### src/rtl/pipeline_hazard_controller.sv
// ---------------------------------------------------------------------------
// pipeline_hazard_controller
//
// Sequences the 5-stage pipeline around the decode control unit. Sits in ID
// beside the control unit and the control-word mux. It tracks the destination
// registers of the instructions in EX/MEM/WB. From those it computes the
// operand forwarding selects. It also detects load-use and CC-use hazards.
// Finally it drives the NOP-injection select, the PC/nPC/IF-ID load enables
// and the delay-slot annul.
//
// Handshake: there is no valid/ready pair. The block reacts to whatever
// instruction sits in ID on every cycle.
//   - pc_le/ifid_le low means the front end holds ID steady.
//   - cw_zero high means the instruction in ID does not advance into EX; a
//     bubble goes into EX instead.
//
// Ports
//   clk, reset_n          rising-edge clock, synchronous active-low reset
//   id_rs1/id_rs2/id_rd   register addresses of the instruction in ID
//   id_use_rs1/id_use_rs2 ID reads rs1 / rs2
//   id_store              ID reads rd as store data
//   id_rf_we, id_load     ID writes rd / is a load
//   id_cc_we              ID modifies condition codes
//   id_branch, id_br_taken, id_br_always, id_annul   Bicc decode
//   cw_zero               1 = inject all-zero control word into EX
//   pc_le, ifid_le        PC/nPC and IF/ID load enables
//   ifid_clr              IF/ID loads an all-zero instruction (annul)
//   fwd_a/fwd_b/fwd_c     rs1/rs2/rd selects: 00 RF, 01 EX, 10 MEM, 11 WB
//   stall_cnt             hazard stall cycles since reset, saturating
//   dbg_state             current FSM state (0 HOLD, 1 RUN, 2 STALL)
// ---------------------------------------------------------------------------
module pipeline_hazard_controller #(
  parameter int RA_W        = 5,
  parameter int HOLD_CYCLES = 2,
  parameter int CNT_W       = 16
) (
  input  logic             clk,
  input  logic             reset_n,
  input  logic [RA_W-1:0]  id_rs1,
  input  logic [RA_W-1:0]  id_rs2,
  input  logic [RA_W-1:0]  id_rd,
  input  logic             id_use_rs1,
  input  logic             id_use_rs2,
  input  logic             id_store,
  input  logic             id_rf_we,
  input  logic             id_load,
  input  logic             id_cc_we,
  input  logic             id_branch,
  input  logic             id_br_taken,
  input  logic             id_br_always,
  input  logic             id_annul,
  output logic             cw_zero,
  output logic             pc_le,
  output logic             ifid_le,
  output logic             ifid_clr,
  output logic [1:0]       fwd_a,
  output logic [1:0]       fwd_b,
  output logic [1:0]       fwd_c,
  output logic [CNT_W-1:0] stall_cnt,
  output logic [1:0]       dbg_state
);

  typedef enum logic [1:0] {
    ST_HOLD  = 2'd0,
    ST_RUN   = 2'd1,
    ST_STALL = 2'd2
  } state_t;

  localparam int HC_W = (HOLD_CYCLES > 1) ? $clog2(HOLD_CYCLES) : 1;
  localparam logic [HC_W-1:0] HOLD_LAST = HC_W'(HOLD_CYCLES - 1);

  state_t          state, state_nxt;
  logic [HC_W-1:0] hold_cnt, hold_nxt;

  // Destination tracking. Only EX needs load/cc_we; the later stages only
  // feed forwarding, so they carry just rd and the write enable.
  logic [RA_W-1:0] ex_rd, mem_rd, wb_rd;
  logic            ex_we, mem_we, wb_we;
  logic            ex_load, ex_cc_we;

  logic load_use, cc_use, hazard, count_stall;

  // First match wins, youngest producer first.
  function automatic logic [1:0] fwd_sel(
    input logic            use_src,
    input logic [RA_W-1:0] src,
    input logic            e_we,
    input logic [RA_W-1:0] e_rd,
    input logic            m_we,
    input logic [RA_W-1:0] m_rd,
    input logic            w_we,
    input logic [RA_W-1:0] w_rd
  );
    logic [1:0] sel;
    sel = 2'b00;
    if (use_src && (src != '0)) begin
      if (e_we && (e_rd == src))      sel = 2'b01;
      else if (m_we && (m_rd == src)) sel = 2'b10;
      else if (w_we && (w_rd == src)) sel = 2'b11;
    end
    return sel;
  endfunction

  always_comb begin
    fwd_a = fwd_sel(id_use_rs1, id_rs1, ex_we, ex_rd, mem_we, mem_rd, wb_we, wb_rd);
    fwd_b = fwd_sel(id_use_rs2, id_rs2, ex_we, ex_rd, mem_we, mem_rd, wb_we, wb_rd);
    fwd_c = fwd_sel(id_store,   id_rd,  ex_we, ex_rd, mem_we, mem_rd, wb_we, wb_rd);
  end

  // A load in EX has no data yet, so any reader in ID must wait one cycle.
  // Once the load reaches MEM, the MEM path covers the value.
  always_comb begin
    load_use = ex_load && ex_we && (ex_rd != '0) &&
               ((id_use_rs1 && (id_rs1 == ex_rd)) ||
                (id_use_rs2 && (id_rs2 == ex_rd)) ||
                (id_store   && (id_rd  == ex_rd)));
    cc_use   = id_branch && ex_cc_we;
    hazard   = load_use || cc_use;
  end

  always_comb begin
    state_nxt   = state;
    hold_nxt    = hold_cnt;
    cw_zero     = 1'b1;
    pc_le       = 1'b0;
    ifid_le     = 1'b0;
    ifid_clr    = 1'b0;
    count_stall = 1'b0;
    case (state)
      ST_HOLD: begin
        if (hold_cnt == HOLD_LAST) state_nxt = ST_RUN;
        else                       hold_nxt  = hold_cnt + 1'b1;
      end
      ST_RUN, ST_STALL: begin
        if (hazard) begin
          // Freeze the front end and bubble EX. A branch is left unresolved
          // until the hazard has cleared.
          state_nxt   = ST_STALL;
          count_stall = 1'b1;
        end else begin
          state_nxt = ST_RUN;
          cw_zero   = 1'b0;
          pc_le     = 1'b1;
          ifid_le   = 1'b1;
          // Annulled branch: the delay slot is squashed unless the branch is
          // a conditional that is taken.
          ifid_clr  = id_branch && id_annul && (!id_br_taken || id_br_always);
        end
      end
      default: state_nxt = ST_HOLD;
    endcase
  end

  always_ff @(posedge clk) begin
    if (!reset_n) begin
      state     <= ST_HOLD;
      hold_cnt  <= '0;
      ex_rd     <= '0;
      ex_we     <= 1'b0;
      ex_load   <= 1'b0;
      ex_cc_we  <= 1'b0;
      mem_rd    <= '0;
      mem_we    <= 1'b0;
      wb_rd     <= '0;
      wb_we     <= 1'b0;
      stall_cnt <= '0;
    end else begin
      state    <= state_nxt;
      hold_cnt <= hold_nxt;
      ex_rd    <= cw_zero ? '0 : id_rd;
      ex_we    <= id_rf_we && !cw_zero;
      ex_load  <= id_load  && !cw_zero;
      ex_cc_we <= id_cc_we && !cw_zero;
      mem_rd   <= ex_rd;
      mem_we   <= ex_we;
      wb_rd    <= mem_rd;
      wb_we    <= mem_we;
      if (count_stall && (stall_cnt != '1)) stall_cnt <= stall_cnt + 1'b1;
    end
  end

  assign dbg_state = state;

endmodule

### config.mk
export PLATFORM = sky130hd
export DESIGN_NAME = pipeline_hazard_controller
export DESIGN_NICKNAME = d
export VERILOG_FILES = /design/src/rtl/pipeline_hazard_controller.sv
export SDC_FILE = /design/constraint.sdc
export NUM_CORES = 1
export LEC_CHECK = 0
export CAP_MARGIN = 20
export CELL_PAD_IN_SITES_DETAIL_PLACEMENT = 1
export CELL_PAD_IN_SITES_GLOBAL_PLACEMENT = 2
export CORE_MARGIN = 1
export CORE_UTILIZATION = 29
export DETAILED_ROUTE_END_ITERATION = 16
export PLACE_DENSITY = 0.79
export SETUP_SLACK_MARGIN = 0.05
export SLEW_MARGIN = 20
export SYNTH_ARGS = -nofsm -noshare
export SYNTH_HDL_FRONTEND = slang
export SYNTH_SLANG_ARGS = --single-unit
export TNS_END_PERCENT = 10
### constraint.sdc
create_clock -name clk -period 3 [get_ports clk]
set_clock_uncertainty 0.05 [all_clocks]
set_input_delay 0.3 -clock clk [delete_from_list [all_inputs] [get_ports clk]]
set_output_delay 0.3 -clock clk [all_outputs]
set_load 0.02 [all_outputs]
==> run_results.csv, run 1 <==
group,metric,value,unit
cells_and_area,stdcell_count,430,
timing,fin_crit_sh,94.90,%
setup_path,endpoint_kind,"primary output",
setup_path,cp.arrival,2.50,ns
cells_and_area,multi_input_area,1411,um^2
placed_design,dpl_cell_area,2930,um^2
clocking,h-tree-depth,2,
synth,synth_cell_types,45,
clocking,cts_buffers,5,
synth,ys_seq_area_share,34.32,%
die,core,7408,um^2
setup_path,critical_path_depth,8,
setup_path,crit_family,"buffers and inverters",
clocking,cts-root-buf,"clkbuf_8",
synth,avgSynthCellArea,8.363,um^2
synth,async_flop_share,0,%
die,die_width,90.57,um
setup_path,crit_top_cell,"clkdlybuf4s50_1",
cells_and_area,final_common_cell,"clkdlybuf4s50_1",
setup_path,path_buf_inv,3,
clocking,path_clk_slew,0.07,ns
detailed_routing,route.detailed.drc,0,
detailed_routing,wire_per_inst,15.47,um
placed_design,place_congestion,0.7982,
timing,slew_headroom,62.08,%
timing,hold_viol_final,0,
timing,setup_viol,0,
die,ioPinCount,55,
die,core.rowCount,31,
grt,grt_start_max_net_pins,34,
cells_and_area,ff_latch_area,784.5,um^2
setup_path,setup.worst_path.start_class,"primary input",
detailed_routing,via_per_inst,4.970,
clocking,worstSkewPairLatency,0.29,ns
synth,synth_cells,272,
timing,tightest_slew,0.5661,ns
placed_design,dpl.cell_count,422,
clocking,cts_setup_buffers,0,
cells_and_area,num_antenna_cells,0,
setup_path,critPathSlowestCell,"clkdlybuf4s50_1",
timing,hold-worst-slack,0.3701,ns
detailed_routing,route.vias.total,2137,
setup_path,path_class,"in -> out",
worst_hold_path,hold_path_depth,2,
grt,grt_use_total,16.97,%
timing,drv_slew,0,
detailed_routing,drt_iter0_markers,53,
run,maxCapViolations,0,
clocking,cts_buffer_depth,2,
timing,fmax,0.3512,GHz
cells_and_area,finalNetCount,360,
cells_and_area,drive_gt1_share,6.344,%
die,initial_core_util,30.70,%
timing,rsz0062_at_grt,"yes",
grt,first_global_vias,2147,
setup_path,path_cells,"clkdlybuf4s50_1 > buf_4 > xor2_1 > nor4_1 > nand3_1 > nor2b_1 > nor3b_1 > clkdlybuf4s50_1",
synth,synth_ff_type,"dfxtp_1",
synth,yosys_warnings,0,
synth,synth-seq-cells,39,
cells_and_area,area_growth,34.16,%
detailed_routing,finalWirelength,6652,um
grt,grt_overflow,0,
placed_design,hpwl,5099,um
detailed_routing,antenna_left,0,
clocking,cts_tree,"yes",
timing,fin_tns_setup,0,ns
clocking,cts_sinks,39,
setup_path,cp_max_fo,3,
detailed_routing,dr.pass1.iters,4,
cells_and_area,fin_util,41.19,%
cells_and_area,final_cell_area,3052,um^2
pwr,peakVddDrop,0.1593,mV
pwr,leakagePower,1.154,nW
pwr,powerDensity,350.7,nW/um^2
synth,synthesis.area,2275,um^2
setup_path,required,2.65,ns
timing,fin_crit,2.847,ns
cells_and_area,final_cell_mix,"clkdlybuf4s50_1 (46), dfxtp_1 (36), xor2_1 (25), nand2_1 (23), and2_1 (21)",
die,die_area,8202,um^2
grt,grt_first_pass_wirelength,11240,um
synth,syn_nets,302,
placed_design,portBuffers,54,
setup_path,cpPeakStageDelay,0.63,ns
setup_path,worstRegToRegCells,8,
cells_and_area,fillers,878,
worst_hold_path,hold_path.class,"in -> reg",
grt,antenna_found_initial,0,
status,outcome,"complete, no violations",
die,die_h,90.57,um
synth,synth-edff-count,0,
-- logic make-up (layout without fill, tap and decap cells) --
group                    after synthesis  after routing  share of synthesized area [%]
adder cells (fa/ha/maj)                3              3                          1.650
flip-flops                            39             39                          34.32
XOR/XNOR                              43             43                          16.56
AO/OA/AOI/OAI                         46             46                          13.15
buffers and inverters                 20             79                          4.180
AND/OR/NAND/NOR                      121            121                          30.14
-- final cells by class --
type | instances | area share [%]
Sequential cell | 39 | 25.71
Timing Repair Buffer | 60 | 19.84
Clock inverter | 2 | 0.4100
Clock buffer | 6 | 2.378
Tap cell | 99 | 4.059
Multi-Input combinational cell | 213 | 46.25
Inverter | 11 | 1.353
-- report_power, final --
| part | switching [W] | leakage [nW] | internal (W) | total (W) |
|---|---|---|---|---|
| sequential | 0.0000159 | 0.317 | 0.000528 | 0.000544 |
| clock | 0.000190 | 0.0412 | 0.000163 | 0.000353 |
| combinational | 0.0000867 | 0.796 | 0.0000864 | 0.000173 |
| total | 0.000293 | 1.15 | 0.000777 | 0.00107 |
-- what timing repair did --
item | CTS | global route
resized for setup | 0 | 13
hold buffers | 0 | 0
setup endpoints to repair | 0 | 8
-- stage by stage --
step / worst slack (ns) / total power [W]
2_1_floorplan: 0.8078 / 0.0006434
6_report: 0.1529 / 0.001070
5_1_grt: 0.04151 / 0.001136
3_5_place_dp: 0.07897 / 0.0007304
4_1_cts: 0.05756 / 0.001088
3_3_place_gp: 0.07485 / 0.0007267
-- metal layers --
metal  part of all wire (%)  global-route usage, %  vias up  routed length, um
li1                       -                      -     1083                  -
met1                     49                  23.20     1007               3232
met2                     47                  27.84       41               3095
met3                    4.1                  2.862        6                270
met4                   0.80                  3.629        0                 53
met5                      0                      0        -                  0
-- registers in the layout (all words and copies together) (netlist names) --
| signal | count |
|---|---|
| dbg_state | 2 |
| ex_load | 1 |
| wb_we | 1 |
| wb_rd | 5 |
| stall_cnt | 16 |
| ex_cc_we | 1 |
| hold_cnt | 1 |
| ex_rd | 5 |
| ex_we | 1 |
| mem_we | 1 |
| mem_rd | 5 |
-- cell usage after synthesis (2+ instances only) --
cell type,count,share of area (%)
a21oi_1,17,3.7
nand3_1,12,2.6
and3_1,4,1.1
dfxtp_1,39,34
ha_1,3,1.7
o211ai_1,2,0.66
nand2_1,23,3.8
buf_6,2,0.99
o31ai_1,9,3.0
or4_1,12,4.0
or4b_1,2,0.88
and2_1,21,5.8
inv_1,10,1.7
nor2_1,12,2.0
o21ai_0,5,1.1
nor2b_1,4,1.1
xnor2_1,18,6.9
nand4_1,5,1.4
or3_1,5,1.4
nand2b_1,2,0.55
nor4_1,8,2.2
nor3b_1,2,0.66
nor3_1,4,0.88
o21ai_1,2,0.44
clkbuf_1,5,0.83
xor2_1,25,9.6
-- worst register-to-register path: cells and delay by family (launching register included) --
family,cells,cell delay [ns]
and+or+nand+nor,3,0.66
DFF,1,0.40
adders and majority gates,1,0.33
buffers and inverters,2,0.28
AOI/OAI and AO/OA,2,0.60
-- path summary, 6_finish.rpt --
| kind | from | slack (ns) | end |
|---|---|---|---|
| max | id_rs1[3] | 0.15 | fwd_a[1] |
| min | id_rd[0] | 0.37 | ex_rd[0]$_SDFF_PP0_ |
| max reg2reg | dbg_state[0]$_SDFFE_PN0P_ | 0.62 | stall_cnt[4]$_SDFFE_PN0P_ |
| min reg2reg | dbg_state[1]$_SDFFE_PN0P_ | 0.45 | dbg_state[1]$_SDFFE_PN0P_ |
Note: power is estimated with default switching activity, not from simulation.
==> run 2: changes to the inputs <==
Settings changed: CTS_CLUSTER_SIZE from default to 28.
==> results of run 2 <==
Final layout, timing and power as in run 1 (identical DEF).
==> run 3: changes to the inputs <==
Settings changed: MAX_ROUTING_LAYER from default to met4.
==> run 3 against run 2 <==
  * Non-clock buffer count did not move
  * Routed wire length barely moved
  * Via count grew 0.14%
  * Critical path depth unchanged
  * First-iteration DRC count up 7.5%
  * Sequential share of layout area is the same
  * Register-to-register slack barely moved
  * Clock power about the same
  * Critical endpoint unchanged
  * Core utilization did not move
  * Combinational power barely moved
==> run_results.csv, run 3 (synthesis gave the netlist of run 1 again) <==
group,metric,value,unit
status,outcome,"complete, no violations",
clocking,path_clk_slew,0.07,ns
pwr,powerDensity,350.8,nW/um^2
die,die_area,8202,um^2
timing,slew_headroom,61.86,%
placed_design,place_ws,0.07897,ns
setup_path,r2r_end,"stall_cnt[7]$_SDFFE_PN0P_",
detailed_routing,met3_length,281,um
placed_design,hpwl,5099,um
timing,rsz0062_at_grt,"yes",
pwr,intPower,0.0007775,W
detailed_routing,top_layer_used,"met4",
pwr,leakagePower,1.154,nW
setup_path,path_class,"in -> out",
timing,setup_slack,0.1530,ns
clocking,cts_buffer_depth,2,
die,die_h,90.57,um
cells_and_area,multi_input_area,1411,um^2
detailed_routing,route.vias.total,2140,
cells_and_area,largest_register_ffs,16,
timing,tightest_slew,0.5694,ns
setup_path,endpoint_kind,"primary output",
cells_and_area,drive_gt1_share,6.344,%
cells_and_area,fillers,878,
grt,grt_use_total,17.47,%
detailed_routing,wire_per_inst,15.48,um
clocking,hold_buffers,0,
detailed_routing,drt_iter0_markers,57,
pwr,p_total,0.001071,W
placed_design,place_congestion,0.8096,
setup_path,cp.arrival,2.50,ns
cells_and_area,area_growth,34.16,%
timing,hold_viol_final,0,
cells_and_area,finalNetCount,360,
clocking,cts_setup_buffers,0,
detailed_routing,route.detailed.drc,0,
setup_path,required,2.65,ns
timing,setup_viol,0,
grt,grt_overflow,0,
pwr,comb_power_share,16.2,%
setup_path,setup.worst_path.start_class,"primary input",
placed_design,dpl_cell_area,2930,um^2
detailed_routing,dr.pass1.iters,4,
run,maxCapViolations,0,
grt,grt_start_max_net_pins,34,
pwr,p_switching,0.0002931,W
clocking,cts-root-buf,"clkbuf_8",
grt,antenna_found_initial,0,
setup_path,r2r-start,"dbg_state[0]$_SDFFE_PN0P_",
setup_path,cp_max_fo,3,
die,die_width,90.57,um
cells_and_area,final_cell_area,3052,um^2
cells_and_area,num_antenna_cells,0,
detailed_routing,finalWirelength,6655,um
die,core,7408,um^2
setup_path,worstRegToRegCells,8,
clocking,h-tree-depth,2,
die,core.rowCount,31,
detailed_routing,antenna_left,0,
clocking,cts_sinks,39,
timing,fin_tns_setup,0,ns
die,initial_core_util,30.70,%
pwr,switching_share,27.38,%
setup_path,critPathLaunch,"id_rs1[3]",
timing,fmax,0.3512,GHz
grt,grt_first_pass_wirelength,11250,um
cells_and_area,final_common_cell,"clkdlybuf4s50_1",
pwr,seqPwrFrac,50.8,%
cells_and_area,top_register,"stall_cnt",
worst_hold_path,hold_path.class,"in -> reg",
setup_path,regToRegSetupSlack,0.62,ns
detailed_routing,wl_met2,3067,um
cells_and_area,final_cell_mix,"clkdlybuf4s50_1 (46), dfxtp_1 (36), xor2_1 (25), nand2_1 (23), and2_1 (21)",
die,ioPinCount,55,
detailed_routing,wl_met1,3252,um
timing,fin_crit_sh,94.90,%
timing,drv_slew,0,
grt,first_global_vias,2145,
setup_path,crit_path_end,"fwd_a[1]",
cells_and_area,ff_latch_area,784.5,um^2
pwr,peakVddDrop,0.1607,mV
placed_design,portBuffers,54,
detailed_routing,via_per_inst,4.977,
pwr,clkPwrFrac,33.0,%
timing,fin_crit,2.847,ns
clocking,cts_buffers,5,
clocking,cts_tree,"yes",
clocking,worstSkewPairLatency,0.29,ns
run 3: cell counts in the layout (fill, tap and decap cells not counted):
Identical to the previous run, type by type.
run 3: cell type report:
type	instances	area share [%]
sequential	39	25.71
tap	99	4.059
multi-input combinational	213	46.25
inverter	11	1.353
clock inverter	2	0.4100
timing repair buffer	60	19.84
clock buffer	6	2.378
run 3: metal layers:
layer | GRT usage (%) | vias to the layer above
met5 | - | -
met4 | 3.629 | 0
met3 | 2.862 | 6
met2 | 27.84 | 43
met1 | 23.25 | 1004
li1 | - | 1087
run 3: how the worst min path moves through the flow:
stage	slack [ns]	to	startpoint	depth (start not counted)
floorplan	0.37	ex_cc_we$_SDFF_PN0_	id_cc_we	1
global placement	0.43	dbg_state[1]$_SDFFE_PN0P_	dbg_state[1]$_SDFFE_PN0P_	2
detailed placement	0.44	dbg_state[1]$_SDFFE_PN0P_	dbg_state[1]$_SDFFE_PN0P_	2
CTS	0.45	dbg_state[1]$_SDFFE_PN0P_	dbg_state[1]$_SDFFE_PN0P_	2
global route	0.38	ex_rd[0]$_SDFF_PP0_	id_rd[0]	2
finish	0.37	ex_rd[0]$_SDFF_PP0_	id_rd[0]	2
run 3: power groups by stage:
stage	Sequential [W]	Combinational, W	Clock (W)
2_1_floorplan	0.000553	0.0000906	0
3_3_place_gp	0.000557	0.000170	0
3_5_place_dp	0.000556	0.000174	0
4_1_cts	0.000544	0.000175	0.000369
5_1_grt	0.000547	0.000193	0.000398
6_report	0.000544	0.000173	0.000353
run 3: repair_timing:
| action | CTS | global route |
|---|---|---|
| hold endpoints to repair | 0 | 0 |
| setup endpoints to repair | 0 | 8 |
| gates resized for setup | 0 | 13 |
run 3: per-stage QoR:
stage / hold WS, ns / utilization, % / cells
global route: 0.3786 / 41.19 / 430
detailed placement: 0.4425 / 39.55 / 422
floorplan: 0.3717 / - / 272
CTS: 0.4542 / 40.70 / 430
finish: 0.3698 / 41.19 / 430
global placement: 0.4335 / 39.55 / 422
run 3: worst max-delay path: stages:
cell and delay, ns:
clkdlybuf4s50_1 0.45, buf_4 0.17, xor2_1 0.13, nor4_1 0.32, nand3_1 0.16, nor2b_1 0.16, nor3b_1 0.18, clkdlybuf4s50_1 0.63
